$ cat src/rtl/iterative_divider.sv
// iterative_divider
//   Radix-2 restoring divider for the execute stage. One quotient bit is
//   produced per clock, MSB first. Both signed and unsigned division are
//   supported, and the result can be either the quotient or the remainder.
//   Divide-by-zero and signed overflow skip the iteration entirely and
//   return fixed results.
//
// Ports
//   clk          rising-edge clock
//   rst_n        asynchronous active-low reset
//   a, b         dividend / divisor (WIDTH bits), latched on the first enabled edge
//   is_signed    1 = two's-complement operands, 0 = unsigned
//   rem_sel      1 = c returns remainder, 0 = c returns quotient
//   enabled      request level; hold high until completed; dropping it aborts/clears
//   c            result, valid while completed=1
//   completed    result valid; held while enabled stays high
//   div_by_zero  set together with completed when b was zero
module iterative_divider #(
  parameter int WIDTH = 32
) (
  input  logic             clk,
  input  logic             rst_n,
  input  logic [WIDTH-1:0] a,
  input  logic [WIDTH-1:0] b,
  input  logic             is_signed,
  input  logic             rem_sel,
  input  logic             enabled,
  output logic [WIDTH-1:0] c,
  output logic             completed,
  output logic             div_by_zero
);

  localparam int CW = $clog2(WIDTH + 1);

  typedef enum logic [1:0] {
    IDLE,
    DIVIDE,
    FIXUP,
    DONE
  } state_t;

  state_t state, state_nxt;

  logic [WIDTH:0]   rem_q;      // partial remainder, one spare bit for the shift carry
  logic [WIDTH-1:0] quo_q;      // dividend magnitude shifting out, quotient shifting in
  logic [WIDTH-1:0] dvs_q;      // divisor magnitude
  logic [CW-1:0]    cnt_q;
  logic             q_neg_q;
  logic             r_neg_q;
  logic             sel_rem_q;

  logic             a_neg, b_neg, b_zero, ovf;
  logic [WIDTH-1:0] a_mag, b_mag;
  logic [WIDTH:0]   rem_sh;
  logic             fits;
  logic [WIDTH-1:0] res_raw, res_fix;
  logic             res_neg;

  always_comb begin
    a_neg   = is_signed & a[WIDTH-1];
    b_neg   = is_signed & b[WIDTH-1];
    a_mag   = a_neg ? ('0 - a) : a;
    b_mag   = b_neg ? ('0 - b) : b;
    b_zero  = (b == '0);
    ovf     = is_signed & (a == {1'b1, {(WIDTH-1){1'b0}}}) & (b == '1);

    // Shift {rem,quo} left by one; the dividend MSB enters the remainder.
    rem_sh  = (rem_q << 1) | {{WIDTH{1'b0}}, quo_q[WIDTH-1]};
    fits    = (rem_sh >= {1'b0, dvs_q});

    res_raw = sel_rem_q ? rem_q[WIDTH-1:0] : quo_q;
    res_neg = sel_rem_q ? r_neg_q : q_neg_q;
    res_fix = res_neg ? ('0 - res_raw) : res_raw;
  end

  always_ff @(posedge clk or negedge rst_n) begin
    if (!rst_n) state <= IDLE;
    else        state <= state_nxt;
  end

  always_comb begin
    state_nxt = state;
    case (state)
      IDLE:   if (enabled) state_nxt = (b_zero | ovf) ? DONE : DIVIDE;
      DIVIDE: if (!enabled) state_nxt = IDLE;
              else if (cnt_q == CW'(1)) state_nxt = FIXUP;
      FIXUP:  state_nxt = enabled ? DONE : IDLE;
      DONE:   if (!enabled) state_nxt = IDLE;
      default: state_nxt = IDLE;
    endcase
  end

  always_ff @(posedge clk or negedge rst_n) begin
    if (!rst_n) begin
      rem_q       <= '0;
      quo_q       <= '0;
      dvs_q       <= '0;
      cnt_q       <= '0;
      q_neg_q     <= 1'b0;
      r_neg_q     <= 1'b0;
      sel_rem_q   <= 1'b0;
      c           <= '0;
      completed   <= 1'b0;
      div_by_zero <= 1'b0;
    end else begin
      case (state)
        IDLE: begin
          if (enabled) begin
            if (b_zero) begin
              c           <= rem_sel ? a : '1;
              completed   <= 1'b1;
              div_by_zero <= 1'b1;
            end else if (ovf) begin
              c           <= rem_sel ? '0 : a;
              completed   <= 1'b1;
            end else begin
              rem_q     <= '0;
              quo_q     <= a_mag;
              dvs_q     <= b_mag;
              q_neg_q   <= a_neg ^ b_neg;
              r_neg_q   <= a_neg;
              sel_rem_q <= rem_sel;
              cnt_q     <= CW'(WIDTH);
            end
          end
        end
        DIVIDE: begin
          if (enabled) begin
            rem_q <= fits ? (rem_sh - {1'b0, dvs_q}) : rem_sh;
            quo_q <= {quo_q[WIDTH-2:0], fits};
            cnt_q <= cnt_q - CW'(1);
          end
        end
        FIXUP: begin
          if (enabled) begin
            c         <= res_fix;
            completed <= 1'b1;
          end
        end
        DONE: begin
          if (!enabled) begin
            completed   <= 1'b0;
            div_by_zero <= 1'b0;
          end
        end
        default: ;
      endcase
    end
  end

endmodule

$ cat config.mk
export PLATFORM = sky130hd
export DESIGN_NAME = iterative_divider
export DESIGN_NICKNAME = d
export VERILOG_FILES = /design/src/rtl/iterative_divider.sv
export SDC_FILE = /design/constraint.sdc
export NUM_CORES = 1
export LEC_CHECK = 0
export ABC_CLOCK_PERIOD_IN_PS = 4000
export CORE_MARGIN = 1
export CORE_UTILIZATION = 51
export DETAILED_ROUTE_END_ITERATION = 6
export MAX_ROUTING_LAYER = met4
export PLACE_DENSITY = 0.72
export SYNTH_ARGS = -nofsm -noshare
export SYNTH_HDL_FRONTEND = slang
export SYNTH_SLANG_ARGS = --single-unit
$ cat constraint.sdc
create_clock -name clk -period 4 [get_ports clk]
set_clock_uncertainty 0.1 [all_clocks]
set_input_delay 0.8 -clock clk [delete_from_list [all_inputs] [get_ports clk]]
set_output_delay 0.8 -clock clk [all_outputs]
set_load 0.005 [all_outputs]
# == Word-level counts from Yosys, hierarchy flattened ==
# Index checks and enable logic that the tools add are counted.
# W data, S select, Z words.
# totals
register_bits,141
input_bits,69
output_inout_bits,34
elab_cells,97
# classes
add_sub_neg,5
n_lt_le_gt_ge,1
n_eq_ne,15
muxes,44
n_bitwise,9
reduce_logical,12
# op_table
operator,count
$mux W32,19
$pmux W32 S2,3
$sub A1 B32 Y32 const A,3
$eq A32 B32 Y1 const B,2
$ge A33 B32 Y1,1
$or A33 B1 Y33,1
$logic_not A32 Y1,1
$sub A32 B32 Y32,1
$mux W6,4
$ne A2 B2 Y1 const B,7
$mux W2,6
$pmux W6 S2,1
$reduce_and A4 Y1,3
$reduce_and A5 Y1,2
$mux W1,8
$pmux W2 S4,1
$eq A6 B1 Y1 const B,1
$ne A3 B3 Y1 const B,2
$reduce_bool A2 Y1,3
$sub A6 B1 Y6 const B,1
$and A1 B1 Y1,4
$eq A2 B2 Y1 const B,2
$pmux W1 S3,1
$reduce_and A3 Y1,1
7 further kinds,8

# == Logic depth before layout (Yosys ltp) ==
# Gate-level depths: netlist (run 1).
# depth
ltp_word,7
mapped_depth,14
ltp_nobuf,12

# == Least setup slack after synthesis (run 1) ==
# OpenSTA, ideal clock, no wires.
# synth_timing
path_type,register to register
from,register sel_rem_q
to,register c[28]
setup_time_ns,0.123
t_arrival_ns,3.123
required_time_ns,3.777
slack_ns,0.654
stages_incl_launch_ff,14
path_buffers,4
period_less_slack_ns,3.346
path_cell_list,dfrtp_1 -> buf_2 -> buf_2 -> buf_2 -> buf_1 -> mux2i_1 -> ha_1 -> o21a_1 -> and4_1 -> and4_1 -> a31oi_1 -> xnor2_1 -> o21ai_0 -> o21ai_1
# synth_via
elab_chain_cells,5
word_cells_on_any_way,6
classes_between,add/sub: 1; mux: 5
# synth_rtl
item,line,rtl
"start, declared",50,logic sel_rem_q;
"start signal, assigned",122,sel_rem_q <= rem_sel;
$mux W32,71,res_raw = sel_rem_q ? rem_q[WIDTH-1:0] : quo_q;
$sub A1 B32 Y32,73,res_fix = res_neg ? ('0 - res_raw) : res_raw;
$mux W32 (*),73,
$mux W32 (*),135,if (enabled) begin
$pmux W32 S2 (*),106,case (state)
"end signal, assigned",110,c <= rem_sel ? a : '1;
"end signal, assigned",114,c <= rem_sel ? '0 : a;
"end signal, assigned",136,c <= res_fix;
"end, declared",28,"output logic [WIDTH-1:0] c,"
# Every way passes the cells marked *; elsewhere a longest branch is shown, timed or not. The select of a mux whose other input is x is not followed.
# A chain may end at the register's enable or synchronous reset.

# == Final worst setup path (run 1) ==
# layout_timing
from,input a[25]
to,register c[11]
# layout_via
elab_chain_cells,5
# layout_rtl
item,line,rtl
"start, declared",23,"input logic [WIDTH-1:0] a,"
$eq A32 B32 Y1,65,"ovf = is_signed & (a == {1'b1, {(WIDTH-1){1'b0}}}) & (b == '1);"
$and A1 B1 Y1 (2 in a row),65,
$ne A3 B3 Y1 (no source line),-,
$reduce_and A4 Y1 (no source line),-,
# No other way between the ends.

==> PnR_summary.wiki, run 1 <==
{| class="wikitable"
! Metric !! Value
|-
| Final Net Count || 1594
|-
| Launching point of the worst reg2reg path || rem_q[7]
|-
| Transition at the pin with the smallest max-transition slack || 1.08 ns
|-
| Power consumption || 7220 uW
|-
| Critical path's largest stage delay || 0.64 ns
|-
| Post-detailed-routing wire length || 29800 um
|-
| Effective utilization at floorplan || 0.519
|-
| Final Hold Vio Count || 0
|-
| Final clock period utilization by the worst path || 0.956
|-
| Total of cells resized after clock tree synthesis || 1
|-
| Number of buffers and inverters on the critical path || 2
|-
| Largest cells by area after synthesis || dfrtp_1 32%, nand2_1 6.8%, a21oi_1 5.8%, o21ai_0 5.3%, xnor2_1 4.5%
|-
| Row Count || 53
|-
| Outcome || complete, no violations
|-
| Synthesis-stage register bit count || 141
|-
| CORE AREA || 0.0210 mm^2
|-
| Final total negative setup slack || 0 ns
|-
| Drt drc || 0
|-
| Critical path data arrival time || 4.02 ns
|-
| Biggest area consumer among synthesized cells || dfrtp_1
|-
| Number of max-cap violations || 0
|-
| Avg WL per Cell || 16.8 um
|-
| Instance count after placement with tap cells included || 1742
|-
| Gp weighted congestion || 0.938
|-
| Most frequent CP cell || o21ai_1
|-
| Crit-path leading delay family || simple AND/OR/NAND/NOR gates
|-
| Horiz. Die Dim || 148 um
|-
| Post-CTS setup buffer count || 0
|-
| Sink count of the clock tree || 141
|-
| Standard cell with the maximum stage delay on the critical path || or4_1
|-
| Fraction of power consumed by the clock network || 0.208
|-
| Number of enable flip-flop cells after synthesis || 0
|-
| Switching power summed over all nets || 2960 uW
|-
| Switch share || 0.410
|-
| Most frequent cell after synthesis || nand2_1
|-
| Unrepaired setup endpoints after global routing || no
|-
| Number of cells produced by synthesis || 1386
|-
| Worst slew slack as a fraction of its limit || 0.280
|-
| Port Buffer Count || 102
|-
| Top fanout value on the critical path || 32
|-
| Clock input transition at the sequential cells of the worst setup and hold paths || 0.06 ns
|-
| Vias in the first global route || 9556
|-
| Vias per cell || 5.84
|-
| Async set-reset flop share out of synthesis || 1.00
|-
| Proportion of power drawn by combinational gates || 0.495
|-
| Warnings from Yosys || 0
|-
| TritonCTS buffer count || 17
|-
| Cells along the critical path || clkdlybuf4s50_1 > or4_1 > nor4_4 > nand4_1 > o21bai_1 > o21ai_1 > or2_2 > buf_4 > nand2_1 > o21ai_1
|-
| Count of cell types in the netlist || 77
|-
| Non-filler cells, final || 1773
|-
| H-tree depth || 4
|-
| Per-instance average area after synthesis || 7.88 um^2
|-
| Detailed-routing iteration count for the pre-antenna-repair pass || 6
|-
| Cell area after synthesis || 0.0109 mm^2
|-
| Vias || 10400
|-
| Worst EP required || 4.19 ns
|-
| Global-route total usage across every layer || 0.286
|-
| Antenna violation net count after detailed routing || 0
|-
| Leading register cell type out of synthesis || dfrtp_1
|-
| Maximum resistive drop on vdd || 255 uV
|-
| Residual overflow from global routing || 0
|-
| Overall die area || 0.0220 mm^2
|-
| Vertical die dimension || 148 um
|-
| Number of hold buffers added after CTS || 0
|-
| Clk Tree Root Cell || clkbuf_16
|-
| Area delta synth->final || 19.3%
|-
| Largest net degree at the start of global routing || 93
|-
| Path type of the worst setup path || input pin to register
|-
| Max-slew violation count || 0
|-
| Global-route wire length before repair || 48500 um
|-
| Proportion of synthesized chip area in sequential cells || 0.323
|-
| Yosys top cell area share || 0.323
|-
| Part of the power in registers || 0.297
|-
| Synth top cells by count || 199 x nand2_1, 141 x dfrtp_1, 127 x a21oi_1, 115 x o21ai_0, 113 x nor2_1
|-
| Post-synthesis net count || 1494
|-
| LEAKAGE || 0.00565 uW
|-
| Clock tree from TritonCTS || done
|-
| Final critical path time including I/O delays and setup || 3.82 ns
|-
| Worst setup EP type || register
|-
| Power Density || 554 mW/mm^2
|-
| Final HPWL from detailed placement || 22800 um
|-
| Maximum clock rate || 262 MHz
|-
| Count of routing violations after the opening detailed-route iteration || 744
|-
| Fraction of layout instances using a drive strength above 1 || 0.0821
|-
| Startpoint type of the worst setup path || input pin
|-
| Antenna violations before repair || 0
|-
| Final number of setup-violating endpoints || 0
|-
| Path type of the worst min-delay path || input pin to async pin
|-
| Maximum clock insertion buffer count || 2
|-
| Clock network latency to the later pin of the worst-skew pair || 0.42 ns
|-
| I/O pin count || 103
|-
| P_int || 4260 uW
|-
| Launch point of the critical path || a[25]
|-
| Antenna Cells || 0
|}
[layout by cell type, fill, tap and decap left out, drive strengths merged, types with 8 or more instances in the layout]
master / n
mux2: 8
nor4: 11
buf: 64
clkdlybuf4s50: 101
dfrtp: 141
or3: 14
nand2b: 11
mux2i: 45
xnor2: 56
nand4: 13
nor3: 29
a211oi: 28
xor2: 56
o21ai: 169
a21oi: 130
nand2: 200
nor2b: 13
o31ai: 10
ha: 38
nor2: 113
clkbuf: 24
a31oi: 13
nand3: 29
a21o: 17
inv: 46
[flip-flops by register name, summed over array words and instances (netlist names)]
name         count
c               32
cnt_q            6
completed        1
div_by_zero      1
dvs_q           32
q_neg_q          1
quo_q           32
r_neg_q          1
rem_q           32
sel_rem_q        1
state            2
[power by group through the flow]
stage	clock network (uW)	logic, uW	registers [uW]
after floorplan	0	2650	2020
after global placement	0	3490	2140
after detailed placement	0	3540	2160
after CTS	1520	3550	2130
after global routing	1590	3960	2190
final	1500	3580	2140
[metal layers]
layer / global-route usage / up-vias / part of all wire
met2: 0.449 / 364 / 0.46
met3: 0.0337 / 46 / 0.055
met4: 0.0809 / 0 / 0.019
met1: 0.387 / 4829 / 0.47
met5: - / - / 0
li1: - / 5120 / -
[logic make-up after synthesis]
| logic type | share of synthesized area |
|---|---|
| AOI/OAI and AO/OA | 0.233 |
| muxes | 0.0495 |
| adders and majority gates | 0.0509 |
| DFF | 0.323 |
| and+or+nand+nor | 0.201 |
| xor gates and xnor gates | 0.0898 |
| buffers and inverters | 0.0524 |
[metrics by stage]
stage / hold WS (ns) / instance area [um^2] / setup slack, ns / utilization
final: 0.343 / 13000 / 0.176 / 0.620
after global routing: 0.399 / 13000 / 0.0774 / 0.620
after CTS: 0.387 / 13000 / 0.0710 / 0.619
after detailed placement: 0.375 / 12500 / -0.758 / 0.593
after global placement: 0.367 / 12500 / -0.698 / 0.593
after floorplan: 0.354 / 10900 / 0.654 / -
[worst register-to-register path, stage by stage, from the launching register on]
cell       delay (ns)
dfrtp_1          0.45
ha_1             0.41
a21oi_1          0.17
o21ai_1          0.14
a211o_1          0.35
o31a_4           0.31
a2111oi_2        0.37
a211o_1          0.19
a31o_2           0.38
buf_12           0.26
mux2i_1          0.24
o21ai_1          0.08
[worst paths after layout]
check / endpoint / slack (ns) / depth (start not counted)
worst max-delay path: c[11] / 0.18 / 10
worst min-delay path: c[27] / 0.34 / 1
worst max register to register: rem_q[10] / 0.41 / 11
worst min register to register: c[18] / 0.38 / 2
max in group asynchronous: c[2] / 2.67 / 2
min in group clk: c[18] / 0.38 / 2
[final cells by class]
class | count | area (um^2)
tap | 275 | 344
multi-input combinational | 1114 | 6860
inverter | 47 | 176
clock buffer | 24 | 492
timing repair buffer | 165 | 1570
fill | 1881 | 7990
clock inverter | 7 | 62.6
sequential | 141 | 3530
No activity file was read; power rests on OpenSTA's default activity.
==> run 2: changes to the inputs <==
--- a/config.mk
+++ b/config.mk
@@ -7,10 +7,10 @@
 export LEC_CHECK = 0
 export ABC_CLOCK_PERIOD_IN_PS = 4000
 export CORE_MARGIN = 1
-export CORE_UTILIZATION = 51
+export CORE_UTILIZATION = 25
 export DETAILED_ROUTE_END_ITERATION = 6
 export MAX_ROUTING_LAYER = met4
-export PLACE_DENSITY = 0.72
+export PLACE_DENSITY_LB_ADDON = 0.2
 export SYNTH_ARGS = -nofsm -noshare
 export SYNTH_HDL_FRONTEND = slang
 export SYNTH_SLANG_ARGS = --single-unit
==> run 2 against run 1 <==
Against the previous run: sequential power barely moved; utilization is 30 points lower; total power grew 5.0%; largest power group unchanged; highest routed layer unchanged.
==> PnR_summary.wiki, run 2 (synthesis gave the netlist of run 1 again) <==
{| class="wikitable"
! Metric !! Value
|-
| Final critical path time including I/O delays and setup || 3.62 ns (-0.208 ns)
|-
| Instance count after placement with tap cells included || 2069 (+19%)
|-
| Path type of the worst min-delay path || input pin to async pin
|-
| Port Buffer Count || 102 (unchanged)
|-
| Global-route total usage across every layer || 0.161 (-0.124)
|-
| Max-slew violation count || 0 (unchanged)
|-
| LEAKAGE || 0.00575 uW (+1.8%)
|-
| Area delta synth->final || 24.4%
|-
| H-tree depth || 4 (unchanged)
|-
| Number of max-cap violations || 0 (unchanged)
|-
| Avg WL per Cell || 16.4 um (-2.4%)
|-
| Largest net degree at the start of global routing || 91 (-2.2%)
|-
| Global-route wire length before repair || 55000 um (+13%)
|-
| Unrepaired setup endpoints after global routing || no
|-
| CORE AREA || 0.0431 mm^2 (+100%)
|-
| Worst setup EP type || register
|-
| Transition at the pin with the smallest max-transition slack || 0.914 ns (-0.163 ns)
|-
| Clock input transition at the sequential cells of the worst setup and hold paths || 0.07 ns (about the same)
|-
| Gp weighted congestion || 0.834 (-11%)
|-
| Path type of the worst setup path || input pin to register
|-
| Startpoint type of the worst setup path || input pin
|-
| Count of routing violations after the opening detailed-route iteration || 593 (-20%)
|-
| Drt drc || 0 (unchanged)
|-
| Top fanout value on the critical path || 35 (+9.4%)
|-
| Number of fill cells || 4610 (+150%)
|-
| Detailed-routing iteration count for the pre-antenna-repair pass || 5 (-1)
|-
| Total of cells resized after clock tree synthesis || 0 (-1)
|-
| Most frequent CP cell || buf_4
|-
| Vias per cell || 4.78 (-18%)
|-
| Final Net Count || 1611 (+1.1%)
|-
| Fraction of power consumed by the clock network || 0.230 (+0.022)
|-
| Clk Tree Root Cell || clkbuf_16
|-
| Clock tree from TritonCTS || done
|-
| Worst EP required || 4.20 ns (about the same)
|-
| Standard cell with the maximum stage delay on the critical path || or4_1
|-
| Final HPWL from detailed placement || 26800 um (+17%)
|-
| Antenna Cells || 0 (unchanged)
|-
| Maximum clock rate || 277 MHz (+5.8%)
|-
| Top library cells by usage in the layout, fill and taps aside || 199 x nand2_1, 140 x dfrtp_1, 127 x a21oi_1
|-
| I/O pin count || 103 (unchanged)
|-
| Horiz. Die Dim || 211 um (+42%)
|-
| Cells along the critical path || clkdlybuf4s50_1 > or4_1 > nor4_1 > buf_4 > nand4_1 > o21bai_1 > nand2b_1 > nand2_2 > buf_4 > nor2_4 > buf_12 > nor2_1 > a31oi_1
|-
| Switching power summed over all nets || 3140 uW (+6.1%)
|-
| Row Count || 76 (+43%)
|-
| Proportion of power drawn by combinational gates || 0.489 (-0.006)
|-
| Part of the power in registers || 0.282 (-0.015)
|-
| Antenna violations before repair || 0 (unchanged)
|-
| Switch share || 0.414 (+0.00441)
|-
| Non-filler cells, final || 2101 (+18%)
|-
| Vias || 10000 (-3.1%)
|-
| Number of hold buffers added after CTS || 0 (unchanged)
|-
| P_int || 4440 uW (+4.2%)
|-
| Maximum resistive drop on vdd || 299 uV (+17%)
|-
| Antenna violation net count after detailed routing || 0 (unchanged)
|-
| Clock network latency to the later pin of the worst-skew pair || 0.43 ns (about the same)
|-
| Outcome || complete, no violations
|-
| Fraction of layout instances using a drive strength above 1 || 0.0930 (+0.0109)
|-
| Final clock period utilization by the worst path || 0.904 (-0.0521)
|-
| Most common library cell in the layout ignoring fill and taps || nand2_1
|-
| Sink count of the clock tree || 141 (unchanged)
|-
| Effective utilization at floorplan || 0.253 (-0.266)
|-
| Maximum clock insertion buffer count || 2 (unchanged)
|-
| Worst slew slack as a fraction of its limit || 0.390 (+0.110)
|-
| Post-CTS setup buffer count || 0 (unchanged)
|-
| R2r worst-path depth || 11 (unchanged)
|-
| Vias in the first global route || 9684 (+1.3%)
|-
| Residual overflow from global routing || 0 (unchanged)
|-
| Critical path data arrival time || 3.82 ns (-0.20 ns)
|-
| Overall die area || 0.0445 mm^2 (+100%)
|-
| Post-detailed-routing wire length || 34500 um (+16%)
|-
| Share of the core filled with cells || 0.315 (-0.305)
|-
| Final number of setup-violating endpoints || 0 (unchanged)
|-
| TritonCTS buffer count || 17 (unchanged)
|-
| Critical path's largest stage delay || 0.61 ns (-0.03 ns)
|-
| Power Density || 558 mW/mm^2 (+0.73%)
|-
| Final Hold Vio Count || 0 (unchanged)
|-
| Vertical die dimension || 211 um (+42%)
|}
-- run 2: metrics by stage --
step	area (um^2)	worst slack (ns)	total power [uW]	TNS (ns)	hold WS (ns)
after global routing	13600	0.0499	8170	0	0.333
after floorplan	10900	0.654	4670	0	0.354
after detailed placement	13000	-0.0788	5870	-1.06	0.378
after CTS	13600	0.362	7640	0	0.329
final	13600	0.384	7590	0	0.285
after global placement	13000	-0.0210	5850	-0.0692	0.367
-- run 2: critical path, delay by kind of cell --
family	cells	cell delay [ns]
and+or+nand+nor	7	1.52
buffers and inverters	4	1.10
AOI/OAI and AO/OA	2	0.37
-- run 2: final cells by class --
cell class	count	area [um^2]	area share
sequential	141	3530	0.260
tap	585	732	0.0539
multi-input combinational	1114	6840	0.504
timing repair buffer	182	1670	0.123
clock buffer	20	447	0.0329
clock inverter	12	186	0.0137
inverter	47	176	0.0130
-- run 2: worst paths after layout --
check | startpoint | to | slack [ns]
worst max-delay path | a[26] | dvs_q[1] | 0.38
worst min-delay path | rst_n | quo_q[26] | 0.29
worst max register to register | rem_q[7] | rem_q[23] | 0.43
worst min register to register | c[13] | c[13] | 0.38
max in group asynchronous | rst_n | c[0] | 2.65
min in group clk | c[13] | c[13] | 0.38
-- run 2: routing by layer --
| metal | GRT usage | up-vias | share of wire |
|---|---|---|---|
| li1 | - | 5155 | - |
| met1 | 0.239 | 4689 | 0.54 |
| met2 | 0.234 | 171 | 0.42 |
| met3 | 0.0222 | 18 | 0.032 |
| met4 | 0.0280 | 0 | 0.0081 |
| met5 | - | - | 0 |
-- run 2: power groups by stage --
stage | Combinational, uW | Clock [uW] | Sequential, uW
final | 3710 | 1740 | 2140
after detailed placement | 3700 | 0 | 2160
after global routing | 4130 | 1850 | 2190
after global placement | 3690 | 0 | 2160
after CTS | 3720 | 1780 | 2140
after floorplan | 2650 | 0 | 2020
==> RTL edit (config.mk and constraints of run 2) <==
`WIDTH`: 32 -> 16.
--- a/src/rtl/iterative_divider.sv
+++ b/src/rtl/iterative_divider.sv
@@ -16,7 +16,7 @@
 //   completed    result valid; held while enabled stays high
 //   div_by_zero  set together with completed when b was zero
 module iterative_divider #(
-  parameter int WIDTH = 32
+  parameter int WIDTH = 16
 ) (
   input  logic             clk,
   input  logic             rst_n,
Ports: changed (resized a, b and c); port bits go from 103 to 55. The function was not compared with the original's and may differ.
==> RTL edit against run 2 <==
Wire length down 49%. Setup slack better by 400 ps. Sequential share of layout area up 0.86 points. Total power down 61%. Area after synthesis down 45%. Design area down 48%. Die area down 45%. Sequential cell count down 65. Critical endpoint is now c[12]$_DFFE_PN0P_.
==> RTL edit: results (changes against run 2) <==
status = complete, no violations (unchanged)
Max VDD drop = 0.277 mV (was 0.299 mV)
worst slew pin tran = 733 ps (was 914 ps)
largest net degree at the start of global routing = 49 (was 91)
vias in the first global route = 4,961 (was 9,684)
initial drt markers = 342 (was 593)
# Post-CTS Setup Buffers = 0 (unchanged)
M1 GR Usage = 0.215 (was 0.239)
vias = 5,142 (was 10.0k)
Synth Warn # = 0 (unchanged)
Skew-Pair Late Insertion Delay = 350 ps (was 430 ps)
met2 GRT Util = 0.232 (was 0.234)
synth top area cells = dfrtp_1 (32%), a21oi_1 (5.4%), nand2_1 (4.9%), xor2_1 (4.7%), ha_1 (4.6%) (was dfrtp_1 (32%), nand2_1 (6.8%), a21oi_1 (5.8%), o21ai_0 (5.3%), xnor2_1 (4.5%))
FFs w/ async S/R, synth = 1.00 (unchanged)
mux share of post-synthesis cell area = 0.0403 (was 0.0495)
Port Buf Inserts = 54 (was 102)
Synth Area in Adders = 0.0643 (was 0.0509)
top post-synthesis cells by count = nand2_1 (79), dfrtp_1 (76), nor2_1 (69) (was nand2_1 (199), dfrtp_1 (141), a21oi_1 (127))
worst min path class = in -> async (unchanged)
highest net fanout along the worst path = 32 (was 35)
Compound-Gate Fraction of Synth Area = 0.220 (was 0.233)
DP Wirelength = 13,400 um (was 26,800 um)
drt pass-1 iters = 4 (was 5)
CTS Buf Count = 9 (was 17)
first-pass GRT wire length = 28,400 um (was 55,000 um)
Resized cells post-CTS = 0 (unchanged)
n_diodes = 0 (unchanged)
Tot GR Track Use = 0.155 (was 0.161)
GR Util met3 = 0.0282 (was 0.0222)
Clock Tree Buf Depth = 2 (unchanged)
drt wl/cell = 16.2 um (was 16.4 um)
net count after synthesis = 775 (was 1,494)
CTS clock-pin slew for the worst setup and hold paths = 60 ps
main flop type after synthesis = dfrtp_1 (unchanged)
htree depth = 3 (was 4)
Synth cell types = 76 (was 77)
Arrival @ worst endpoint = 3340 ps (was 3820 ps)
CTS Root Cell = clkbuf_16 (unchanged)
post-synthesis xor/xnor area fraction = 0.0775 (was 0.0898)
sequential area share after synthesis = 0.317 (was 0.323)
nets = 811 (was 1,611)
Placer Congestion = 0.837 (was 0.834)
initial antenna violation count = 0 (unchanged)
share of layout cells above drive strength 1 = 0.0966 (was 0.0930)
leakage power = 2.93 nW (was 5.75 nW)
==> RTL edit: cell types whose count changed after synthesis, moves of 20 or more <==
cell,before,now
xnor2_1,56,21
clkbuf_1,43,15
nor2_1,113,69
nand3_1,29,9
xor2_1,56,32
o21ai_0,115,46
o21ai_1,54,20
a21oi_1,127,65
a211oi_1,27,4
dfrtp_1,141,76
nand2_1,199,79
mux2i_1,45,23
==> RTL edit: stage by stage <==
| step | setup slack (ps) | area [um^2] | util | power (W) | std cells |
|---|---|---|---|---|---|
| 6_report | 788 | 7080 | 0.302 | 0.00300 | 1075 |
| 5_1_grt | 617 | 7080 | 0.302 | 0.00322 | 1075 |
| 4_1_cts | 812 | 7080 | 0.302 | 0.00304 | 1075 |
| 3_5_place_dp | 446 | 6800 | 0.290 | 0.00221 | 1059 |
| 3_3_place_gp | 490 | 6800 | 0.290 | 0.00222 | 1059 |
| 2_1_floorplan | 1390 | 5990 | - | 0.00175 | 715 |
==> RTL edit: cells by family after synthesis <==
group,count (synthesis)
DFF,76
and+or+nand+nor,250
AOI/OAI and AO/OA,209
xor gates and xnor gates,53
muxes,24
buffers and inverters,71
adders and majority gates,32
==> RTL edit: routing by layer <==
layer,routed length [um],share of wire
met5,0,0
met4,201,0.012
met3,557,0.032
met2,7920,0.45
met1,8740,0.50
==> RTL edit: path summary, 6_finish.rpt <==
path / startpoint / endpoint / slack [ps] / cells after the start
worst max-delay path: b[10] / c[12]$_DFFE_PN0P_ / 790 / 8
worst max register to register: rem_q[5]$_DFFE_PN0P_ / rem_q[8]$_DFFE_PN0P_ / 1220 / 9
max in group asynchronous: rst_n / sel_rem_q$_DFFE_PN0P_ / 2790 / 2
min in group clk: completed$_DFFE_PN0P_ / completed$_DFFE_PN0P_ / 380 / 1
worst min register to register: completed$_DFFE_PN0P_ / completed$_DFFE_PN0P_ / 380 / 1
worst min-delay path: rst_n / dvs_q[10]$_DFFE_PN0P_ / 310 / 1
==> RTL edit: worst max-delay path, stage by stage <==
cell	delay [ps]
clkdlybuf4s50_1	560
nor4_4	410
nand2b_2	120
nor4bb_4	530
a41o_2	220
o211a_4	380
mux2i_1	220
o21ai_1	80
==> RTL edit: report_power, final <==
part	leakage (nW)	internal (W)	switching (W)
sequential	0.949	0.000946	0.000139
combinational	1.85	0.000524	0.000575
clock	0.131	0.000431	0.000380
==> RTL edit: layout make-up <==
cell class	instances	area [um^2]
inverter	31	116
timing repair buffer	65	646
multi-input combinational	568	3740
clock inverter	7	60.1
sequential	76	1900
tap	319	399
fill	2542	16400
clock buffer	9	225
